$ cat config.mk
export PLATFORM = sky130hd
export DESIGN_NAME = aes_uart_stream_ctrl
export DESIGN_NICKNAME = d
export VERILOG_FILES = /design/src/rtl/aes_uart_pkg.sv /design/src/rtl/uart_byte_sequencer.sv /design/src/rtl/aes_uart_stream_ctrl.sv
export SDC_FILE = /design/constraint.sdc
export NUM_CORES = 1
export LEC_CHECK = 0
export ABC_AREA = 1
export BUFFER_PORTS_ARGS = -buffer_cell sky130_fd_sc_hd__buf_2
export CORE_MARGIN = 3
export CORE_UTILIZATION = 45
export DETAILED_ROUTE_END_ITERATION = 10
export PLACE_DENSITY = 0.64
export SLEW_MARGIN = 0
export SYNTH_ARGS = -nofsm -noshare
export SYNTH_HDL_FRONTEND = slang
export SYNTH_SLANG_ARGS = --single-unit
$ cat constraint.sdc
create_clock -name i_clk -period 32.2 [get_ports i_clk]
set_clock_uncertainty 0.2 [all_clocks]
set_input_delay 6.44 -clock i_clk [delete_from_list [all_inputs] [get_ports i_clk]]
set_output_delay 6.44 -clock i_clk [all_outputs]
set_load 0.02 [all_outputs]
$ cat src/rtl/aes_uart_pkg.sv
// Shared types and constants for the AES-over-UART stream controller.
// No logic, no latency, no flow control of its own.
package aes_uart_pkg;

    typedef enum logic [2:0] {
        ST_IDLE,
        ST_CMD,
        ST_RX_KEY,
        ST_RX_BLK,
        ST_CORE,
        ST_TX_BYTE,
        ST_TX_WAIT,
        ST_TX_GAP
    } state_t;

    localparam logic [7:0] CMD_KEY = 8'h4B;
    localparam logic [7:0] CMD_ENC = 8'h45;
    localparam logic [7:0] CMD_DEC = 8'h44;

    localparam int DEF_N          = 128;
    localparam int DEF_RX_TIMEOUT = 100000;
    localparam int DEF_TX_GAP     = 1000;

endpackage

$ cat src/rtl/uart_byte_sequencer.sv
// Streams NB result bytes (byte 0 first) to a UART transmitter via tx_start/tx_ready handshake.
// First tx_start one cycle after i_start; TX_GAP idle cycles after each byte; stalls while tx_ready is low.
module uart_byte_sequencer
    import aes_uart_pkg::*;
#(
    parameter int N      = DEF_N,
    parameter int TX_GAP = DEF_TX_GAP
) (
    input  logic         i_clk,
    input  logic         i_reset,
    input  logic         i_clear,
    input  logic         i_start,
    input  logic [N-1:0] i_result,
    input  logic         i_tx_ready,
    output logic [7:0]   o_tx_data,
    output logic         o_tx_start,
    output logic         o_done
);

    localparam int NB = N / 8;
    localparam int CW = (NB > 1) ? $clog2(NB) : 1;
    localparam int GW = (TX_GAP > 1) ? $clog2(TX_GAP + 1) : 1;
    localparam logic [CW-1:0] CNT_LAST = CW'(NB - 1);
    localparam logic [GW-1:0] GAP_LAST = GW'(TX_GAP - 1);

    state_t        r_state;
    logic [CW-1:0] r_cnt;
    logic [GW-1:0] r_gap;
    logic          r_ready_d;
    logic [7:0]    r_tx_data;
    logic          r_tx_start;
    logic          r_done;

    always_ff @(posedge i_clk or posedge i_reset) begin
        if (i_reset) begin
            r_state    <= ST_IDLE;
            r_cnt      <= '0;
            r_gap      <= '0;
            r_ready_d  <= 1'b0;
            r_tx_data  <= '0;
            r_tx_start <= 1'b0;
            r_done     <= 1'b0;
        end else begin
            r_ready_d <= i_tx_ready;
            r_done    <= 1'b0;
            if (i_clear) begin
                r_state    <= ST_IDLE;
                r_cnt      <= '0;
                r_gap      <= '0;
                r_tx_start <= 1'b0;
            end else begin
                case (r_state)
                    ST_IDLE: begin
                        if (i_start) begin
                            r_state <= ST_TX_BYTE;
                            r_cnt   <= '0;
                        end
                    end
                    ST_TX_BYTE: begin
                        // Request is held until the transmitter acknowledges by dropping ready.
                        if (!r_tx_start) begin
                            if (i_tx_ready) begin
                                r_tx_data  <= i_result[8*r_cnt +: 8];
                                r_tx_start <= 1'b1;
                            end
                        end else if (!i_tx_ready) begin
                            r_tx_start <= 1'b0;
                            r_state    <= ST_TX_WAIT;
                        end
                    end
                    ST_TX_WAIT: begin
                        if (i_tx_ready && !r_ready_d) begin
                            r_state <= ST_TX_GAP;
                            r_gap   <= '0;
                        end
                    end
                    ST_TX_GAP: begin
                        if (r_gap == GAP_LAST) begin
                            r_gap <= '0;
                            if (r_cnt == CNT_LAST) begin
                                r_done  <= 1'b1;
                                r_state <= ST_IDLE;
                            end else begin
                                r_cnt   <= r_cnt + 1'b1;
                                r_state <= ST_TX_BYTE;
                            end
                        end else begin
                            r_gap <= r_gap + 1'b1;
                        end
                    end
                    default: r_state <= ST_IDLE;
                endcase
            end
        end
    end

    assign o_tx_data  = r_tx_data;
    assign o_tx_start = r_tx_start;
    assign o_done     = r_done;

endmodule

$ cat src/rtl/aes_uart_stream_ctrl.sv
// UART command front-end for an AES core: 'K' key+block, 'E'/'D' block, result streamed back byte 0 first.
// Core started the cycle after the last rx byte; rx bytes arriving outside CMD/RX states are dropped.
module aes_uart_stream_ctrl
    import aes_uart_pkg::*;
#(
    parameter int N          = DEF_N,
    parameter int RX_TIMEOUT = DEF_RX_TIMEOUT,
    parameter int TX_GAP     = DEF_TX_GAP
) (
    input  logic         i_clk,
    input  logic         i_reset,
    input  logic         i_enable,
    input  logic [7:0]   i_rx_data,
    input  logic         i_rx_valid,
    output logic [7:0]   o_tx_data,
    output logic         o_tx_start,
    input  logic         i_tx_ready,
    output logic [N-1:0] o_core_key,
    output logic [N-1:0] o_core_block,
    output logic         o_core_decrypt,
    output logic         o_core_start,
    input  logic         i_core_done,
    input  logic [N-1:0] i_core_result,
    output logic         o_key_valid,
    output logic         o_busy,
    output logic         o_err_timeout,
    output logic         o_err_cmd
);

    localparam int NB = N / 8;
    localparam int CW = (NB > 1) ? $clog2(NB) : 1;
    localparam int IW = (RX_TIMEOUT > 1) ? $clog2(RX_TIMEOUT + 1) : 1;
    localparam logic [CW-1:0] CNT_LAST  = CW'(NB - 1);
    localparam logic [IW-1:0] IDLE_LAST = IW'(RX_TIMEOUT - 1);

    state_t        r_state;
    logic [CW-1:0] r_byte_cnt;
    logic [IW-1:0] r_idle_cnt;
    logic          r_rx_valid_d;
    logic [N-1:0]  r_key;
    logic [N-1:0]  r_block;
    logic [N-1:0]  r_result;
    logic          r_decrypt;
    logic          r_key_valid;
    logic          r_core_start;
    logic          r_err_timeout;
    logic          r_err_cmd;

    logic          w_rx_rise;
    logic          w_seq_start;
    logic          w_seq_done;

    assign w_rx_rise   = i_rx_valid & ~r_rx_valid_d;
    assign w_seq_start = (r_state == ST_CORE) & i_core_done & i_enable;

    always_ff @(posedge i_clk or posedge i_reset) begin
        if (i_reset) begin
            r_state       <= ST_IDLE;
            r_byte_cnt    <= '0;
            r_idle_cnt    <= '0;
            r_rx_valid_d  <= 1'b0;
            r_key         <= '0;
            r_block       <= '0;
            r_result      <= '0;
            r_decrypt     <= 1'b0;
            r_key_valid   <= 1'b0;
            r_core_start  <= 1'b0;
            r_err_timeout <= 1'b0;
            r_err_cmd     <= 1'b0;
        end else begin
            r_rx_valid_d  <= i_rx_valid;
            r_core_start  <= 1'b0;
            r_err_timeout <= 1'b0;
            r_err_cmd     <= 1'b0;
            if (!i_enable) begin
                r_state    <= ST_IDLE;
                r_byte_cnt <= '0;
                r_idle_cnt <= '0;
            end else begin
                case (r_state)
                    ST_IDLE: r_state <= ST_CMD;
                    ST_CMD: begin
                        if (w_rx_rise) begin
                            r_byte_cnt <= '0;
                            r_idle_cnt <= '0;
                            if (i_rx_data == CMD_KEY) begin
                                r_decrypt <= 1'b0;
                                r_state   <= ST_RX_KEY;
                            end else if (((i_rx_data == CMD_ENC) || (i_rx_data == CMD_DEC)) && r_key_valid) begin
                                r_decrypt <= (i_rx_data == CMD_DEC);
                                r_state   <= ST_RX_BLK;
                            end else begin
                                r_err_cmd <= 1'b1;
                            end
                        end
                    end
                    ST_RX_KEY, ST_RX_BLK: begin
                        // A byte landing on the expiry cycle is taken and the timeout is skipped.
                        if (w_rx_rise) begin
                            r_idle_cnt <= '0;
                            if (r_state == ST_RX_KEY) r_key[8*r_byte_cnt +: 8] <= i_rx_data;
                            else                      r_block[8*r_byte_cnt +: 8] <= i_rx_data;
                            if (r_byte_cnt == CNT_LAST) begin
                                r_byte_cnt <= '0;
                                if (r_state == ST_RX_KEY) begin
                                    r_key_valid <= 1'b1;
                                    r_state     <= ST_RX_BLK;
                                end else begin
                                    r_core_start <= 1'b1;
                                    r_state      <= ST_CORE;
                                end
                            end else begin
                                r_byte_cnt <= r_byte_cnt + 1'b1;
                            end
                        end else if (r_idle_cnt == IDLE_LAST) begin
                            r_err_timeout <= 1'b1;
                            r_byte_cnt    <= '0;
                            r_idle_cnt    <= '0;
                            r_state       <= ST_CMD;
                            if (r_state == ST_RX_KEY) r_key_valid <= 1'b0;
                        end else begin
                            r_idle_cnt <= r_idle_cnt + 1'b1;
                        end
                    end
                    ST_CORE: begin
                        if (i_core_done) begin
                            r_result <= i_core_result;
                            r_state  <= ST_TX_BYTE;
                        end
                    end
                    ST_TX_BYTE, ST_TX_WAIT, ST_TX_GAP: begin
                        if (w_seq_done) r_state <= ST_CMD;
                    end
                    default: r_state <= ST_IDLE;
                endcase
            end
        end
    end

    uart_byte_sequencer #(
        .N      (N),
        .TX_GAP (TX_GAP)
    ) u_seq (
        .i_clk      (i_clk),
        .i_reset    (i_reset),
        .i_clear    (~i_enable),
        .i_start    (w_seq_start),
        .i_result   (r_result),
        .i_tx_ready (i_tx_ready),
        .o_tx_data  (o_tx_data),
        .o_tx_start (o_tx_start),
        .o_done     (w_seq_done)
    );

    assign o_core_key     = r_key;
    assign o_core_block   = r_block;
    assign o_core_decrypt = r_decrypt;
    assign o_core_start   = r_core_start;
    assign o_key_valid    = r_key_valid;
    assign o_busy         = (r_state != ST_IDLE) && (r_state != ST_CMD);
    assign o_err_timeout  = r_err_timeout;
    assign o_err_cmd      = r_err_cmd;

endmodule

=== Word level (Yosys, flattened, before mapping) ===
Cells that the tools add are included.
W data, S select, Z words.

* Shift operators: 3
* Muxes and demuxes: 69
* Bitwise gates (word level): 6
* Equal/unequal tests: 35
* Reduce and logical (&&, ||, !) cells: 24
* $add $sub $neg: 5

{| class="wikitable"
|+ Operator list
! operator !! number
|-
| $bwmux W128 || 2
|-
| $shift A8 B34 Y128 const A || 1
|-
| $shiftx A128 B8 Y8 || 1
|-
| $shiftx A8 B34 Y128 || 1
|-
| $mux W17 || 4
|-
| $mux W3 || 17
|-
| $mux W4 || 9
|-
| $neg A7 Y34 || 1
|-
| $pmux W17 S2 || 1
|-
| $mux W10 || 3
|-
| $mux W1 || 28
|-
| $eq A8 B7 Y1 const B || 3
|-
| $eq A3 B3 Y1 const B || 7
|-
| $pmux W10 S2 || 1
|-
| $reduce_and A4 Y1 || 5
|-
| $add A17 B1 Y17 const B || 1
|-
| $eq A17 B17 Y1 const B || 1
|-
| $pmux W4 S2 || 2
|-
| $ne A3 B2 Y1 const B || 5
|-
| $pmux W3 S5 || 1
|-
| $ne A3 B1 Y1 const B || 4
|-
| $ne A3 B3 Y1 const B || 4
|-
| $ne A4 B4 Y1 const B || 3
|-
| $pmux W3 S4 || 1
|-
| 21 further kinds || 36
|}

* Output and inout port bits: 271
* Logic and storage cells: 161
* Input bits: 142
* Register bits: 442

=== Depth between registers and ports, before layout ===
* Word-level depth: 8
* Mapped depth: 12
* Gate-level depth less buffers: 11

=== Modules after synthesis ===
A second synthesis with hierarchy kept.

* Cell total of the unflattened synthesis: 2,191
* Area total of the unflattened synthesis: 20,196.9 um^2

{| class="wikitable"
|+ By module, submodules not included
! module !! sequential area each (um^2) !! area each (um^2) !! times used !! cells an instance
|-
| aes_uart_stream_ctrl || 10,359.9 || 17,017.6 || 1 || 1,594
|-
| uart_byte_sequencer || 700.7 || 3,179.3 || 1 || 597
|}

=== Worst setup path before layout ===
Ideal clock, no wire load.

* Path type: input to register
* Start point: in i_rx_valid
* End point: reg r_key[2] (netlist: o_core_key[2])
* Data arrival time: 7,694 ps
* Required time: 31,878 ps
* Cell stages on the path: 9
* Setup time: 122 ps
* Setup slack: 24,185 ps
* Buffers on the path: 2
* Cell sequence: nand2_1 nor2_1 inv_1 nor3_4 buf_2 nand4_1 buf_2 nand2_1 o21ai_1

* Word-level cells in the longest chain between the ends: 2

{| class="wikitable"
|+ RTL lines
! element !! RTL line !! RTL
|-
| start, declared || aes_uart_stream_ctrl.sv:14 || <nowiki>input logic i_rx_valid,</nowiki>
|-
| $and A1 B1 Y1 || aes_uart_stream_ctrl.sv:53 || <nowiki>assign w_rx_rise = i_rx_valid & ~r_rx_valid_d;</nowiki>
|-
| $reduce_and A4 Y1 (no source line) || n/a ||
|-
| end signal, assigned by index || aes_uart_stream_ctrl.sv:101 || <nowiki>if (r_state == ST_RX_KEY) r_key[8*r_byte_cnt +: 8] <= i_rx_data;</nowiki>
|-
| end, declared || aes_uart_stream_ctrl.sv:40 || <nowiki>logic [N-1:0] r_key;</nowiki>
|}

No other way between the ends.
A chain may end at the register's enable or synchronous reset.

=== Worst setup path in the final report ===
* Start point: in i_enable
* End point: reg r_block[7] (netlist: o_core_block[7])

* Word-level cells in the longest chain between the ends: 1

{| class="wikitable"
|+ RTL lines
! element !! RTL line !! RTL
|-
| start, declared || aes_uart_stream_ctrl.sv:12 || <nowiki>input logic i_enable,</nowiki>
|-
| $reduce_and A4 Y1 (no source line) || n/a ||
|-
| end signal, assigned by index || aes_uart_stream_ctrl.sv:102 || <nowiki>else r_block[8*r_byte_cnt +: 8] <= i_rx_data;</nowiki>
|-
| end, declared || aes_uart_stream_ctrl.sv:41 || <nowiki>logic [N-1:0] r_block;</nowiki>
|}

No other way between the ends.

==> metrics <==
outcome=finished, final reports clean; Placer Congestion=~0.9; num ports=413; layer with the highest usage=met2; post-synthesis cell type count=32; Routed WL=slightly above 60 mm; # rows=75; die width=around 210 um; Hold WC Path Type=flop to flop; Critical Path Fanout Max=a little over 40; Fill cells=approximately 4000; fmax=about 0.11 GHz; initial antenna violation count=2; DR DRC count=0; pin count of the biggest net entering global routing=about 170; initial core utilization=0.459; Crit Path Class=primary input to flop; DR WL/cell=~19 um; Synth Net Count=roughly 2500; Max Cap Violations=0; first-pass GRT wire length=just over 90 mm; via/cell ratio=~5.4; grt total ovfl=0; synthesis warning total=0; max-slew violations=0; cell count after synthesis=about 2300; Final ANT Viol Nets=0; worst-margin pin slew=about 1000 ps; Finish-stage setup viols=0; Final #Nets=2819; flops & latches, synth=442; CTS tree=yes; Clock Sinks=442; Core Area=~0.042 mm2; Max clock buf depth=3; Pwr Density=just over 60 mW/mm2; P_leak=~0.013 uW; Pwr Total=1420 uW; Mapped Area=0.0194 mm2; Setup crit end kind=flop; post-synthesis to final-layout area growth=20.7%; Placed Area=roughly 0.022 mm2; hold bufs inserted after CTS=0; number of enable flip-flop cells after synthesis=0; half-perimeter wire length after placement=~43 mm; post-CTS setup repair buffer count=0; cts bufs inserted=49; Storage cell area=0.0111 mm2; root buffer cell=clkbuf_16; share of layout cells above drive strength 1=0.197; Worst-path clk slew=around 50 ps; 1st-iter DRT viols=~1500; die height=between 200 and 250 um; Worst Path Arrival=9610 ps; crit start category=primary input; PortBufs=just over 400; Synth area leader=dfrtp_1; area of the multi-input gates=approximately 0.0073 mm2; clock latency on the worst-skew pair=roughly 600 ps; vias=about 17000; htree depth=2; Synth area leaders=dfrtp_1 (57%), nand2_1 (16%), o21ai_0 (5.4%); setup tns final=0 ps; Final Cell Area=between 0.02 and 0.025 mm2; GRT met2 Usage=0.438; Post-synth ARST share=1.00; vias in the first global route=approximately 17000; area of the die=0.0456 mm2; crit path time final=just over 9000 ps; met3 usage=0.0600; Slew HR=0.317; post-route clock period utilization=0.289; CP required=between 30000 and 40000 ps; sequential fraction of the synthesis area=0.570; Yosys top cell area share=0.570; RSZ-0062 raised after global routing=false; router iterations before antenna repair=6; final hold vios=0; Global Route Usage Sum=0.260; Avg Cell Area, Syn=between 8 and 9 um2; Peak VDD IR=roughly 45 uV; post-CTS resize count=0; met1 usage=0.333; ys flop type=dfrtp_1
[Yosys cell counts (4+ instances only)]
master and instances:
a21oi_1 51, buf_1 12, buf_2 19, clkbuf_1 98
dfrtp_1 442, ha_1 6, inv_1 134, inv_2 4
nand2_1 843, nand3_1 151, nand4_1 141, nor2_1 94
nor2_2 8, nor3_1 22, o211ai_1 33, o21ai_0 208
o21ai_1 26, o22ai_1 5, xor2_1 5
[worst paths after layout]
| path | startpoint | end | slack (ps) | cells past startpoint |
|---|---|---|---|---|
| worst min register to register | r_result[98] | r_result[98] | 260 | 2 |
| min in group asynchronous | i_reset | r_result[77] | 5870 | 2 |
| worst min-delay path | r_result[98] | r_result[98] | 260 | 2 |
| worst max register to register | r_byte_cnt[0] | o_core_block[34] | 28250 | 9 |
| max in group asynchronous | i_reset | o_core_block[119] | 23580 | 4 |
| worst max-delay path | i_enable | o_core_block[7] | 22900 | 10 |
[cell usage in the layout, fill, tap and decap left out, drive strengths merged, types with 2 or more instances in the layout]
cell type and instances:
inv 139, clkbuf 67, buf 428, o22ai 5
nor2 102, o211ai 33, nand2 843, o21ai 234
diode 2, bufinv 4, a21oi 51, clkinv 20
nand3 152, nand4 141, xor2 5, ha 6
dfrtp 442, xnor2 2, nor3 27
[logic make-up (layout without fill, tap and decap cells)]
logic type / count (synthesis) / count (layout) / share of synthesized area
xor gates and xnor gates: 7 / 7 / 0.00316
buffers and inverters: 270 / 659 / 0.0535
AOI/OAI and AO/OA: 328 / 328 / 0.0902
DFF: 442 / 442 / 0.570
other: 0 / 2 / 0
adders and majority gates: 6 / 6 / 0.00387
and+or+nand+nor: 1268 / 1268 / 0.279
[critical path, cell delays in order]
cell and delay [ps]:
buf_2 240, inv_1 250, nor2_1 280, nand2_1 160, nor2_4 770, buf_4 530, nand4_1 440, inv_1 320
nand2_1 90, nand2_1 70
[routing by layer]
layer | vias up | routed length [um] | share of wire
met3 | 129 | 4820 | 0.080
met5 | - | 13 | 0.00022
met4 | 2 | 2400 | 0.040
met2 | 657 | 28600 | 0.47
met1 | 8258 | 24600 | 0.41
li1 | 8378 | - | -
[state kept, by name, summed over array words and instances (netlist names)]
signal and count:
o_core_block 128, o_core_key 128, r_result 128, r_idle_cnt 17, u_seq.r_gap 10, u_seq.o_tx_data 8
r_byte_cnt 4, u_seq.r_cnt 4, r_state 3, u_seq.r_state 3, o_core_decrypt 1, o_core_start 1
o_err_cmd 1, o_err_timeout 1, o_key_valid 1, r_rx_valid_d 1, u_seq.o_done 1, u_seq.o_tx_start 1
u_seq.r_ready_d 1
[power by group]
group	internal [uW]	switching (uW)	total, uW
sequential	625	31.0	656
combinational	59.6	142	202
clock	334	232	566
[metrics by stage]
step / setup slack [ps] / util / hold WS [ps] / instances
global route: 22620 / 0.555 / 282 / 3249
finish: 22900 / 0.555 / 265 / 3251
CTS: 22990 / 0.555 / 266 / 3249
global placement: 22520 / 0.516 / 249 / 3159
floorplan: 13240 / - / 237 / 2321
detailed placement: 22400 / 0.516 / 253 / 3159
[area by class of cell]
class,count,share of cell area
Timing Repair Buffer,428,0.0937
Sequential cell,442,0.472
Antenna cell,2,0.000214
Tap cell,539,0.0288
Clock inverter,23,0.0107
Inverter,141,0.0230
Clock buffer,67,0.0591
Multi-Input combinational cell,1609,0.312
No activity file was read; power rests on OpenSTA's default activity.
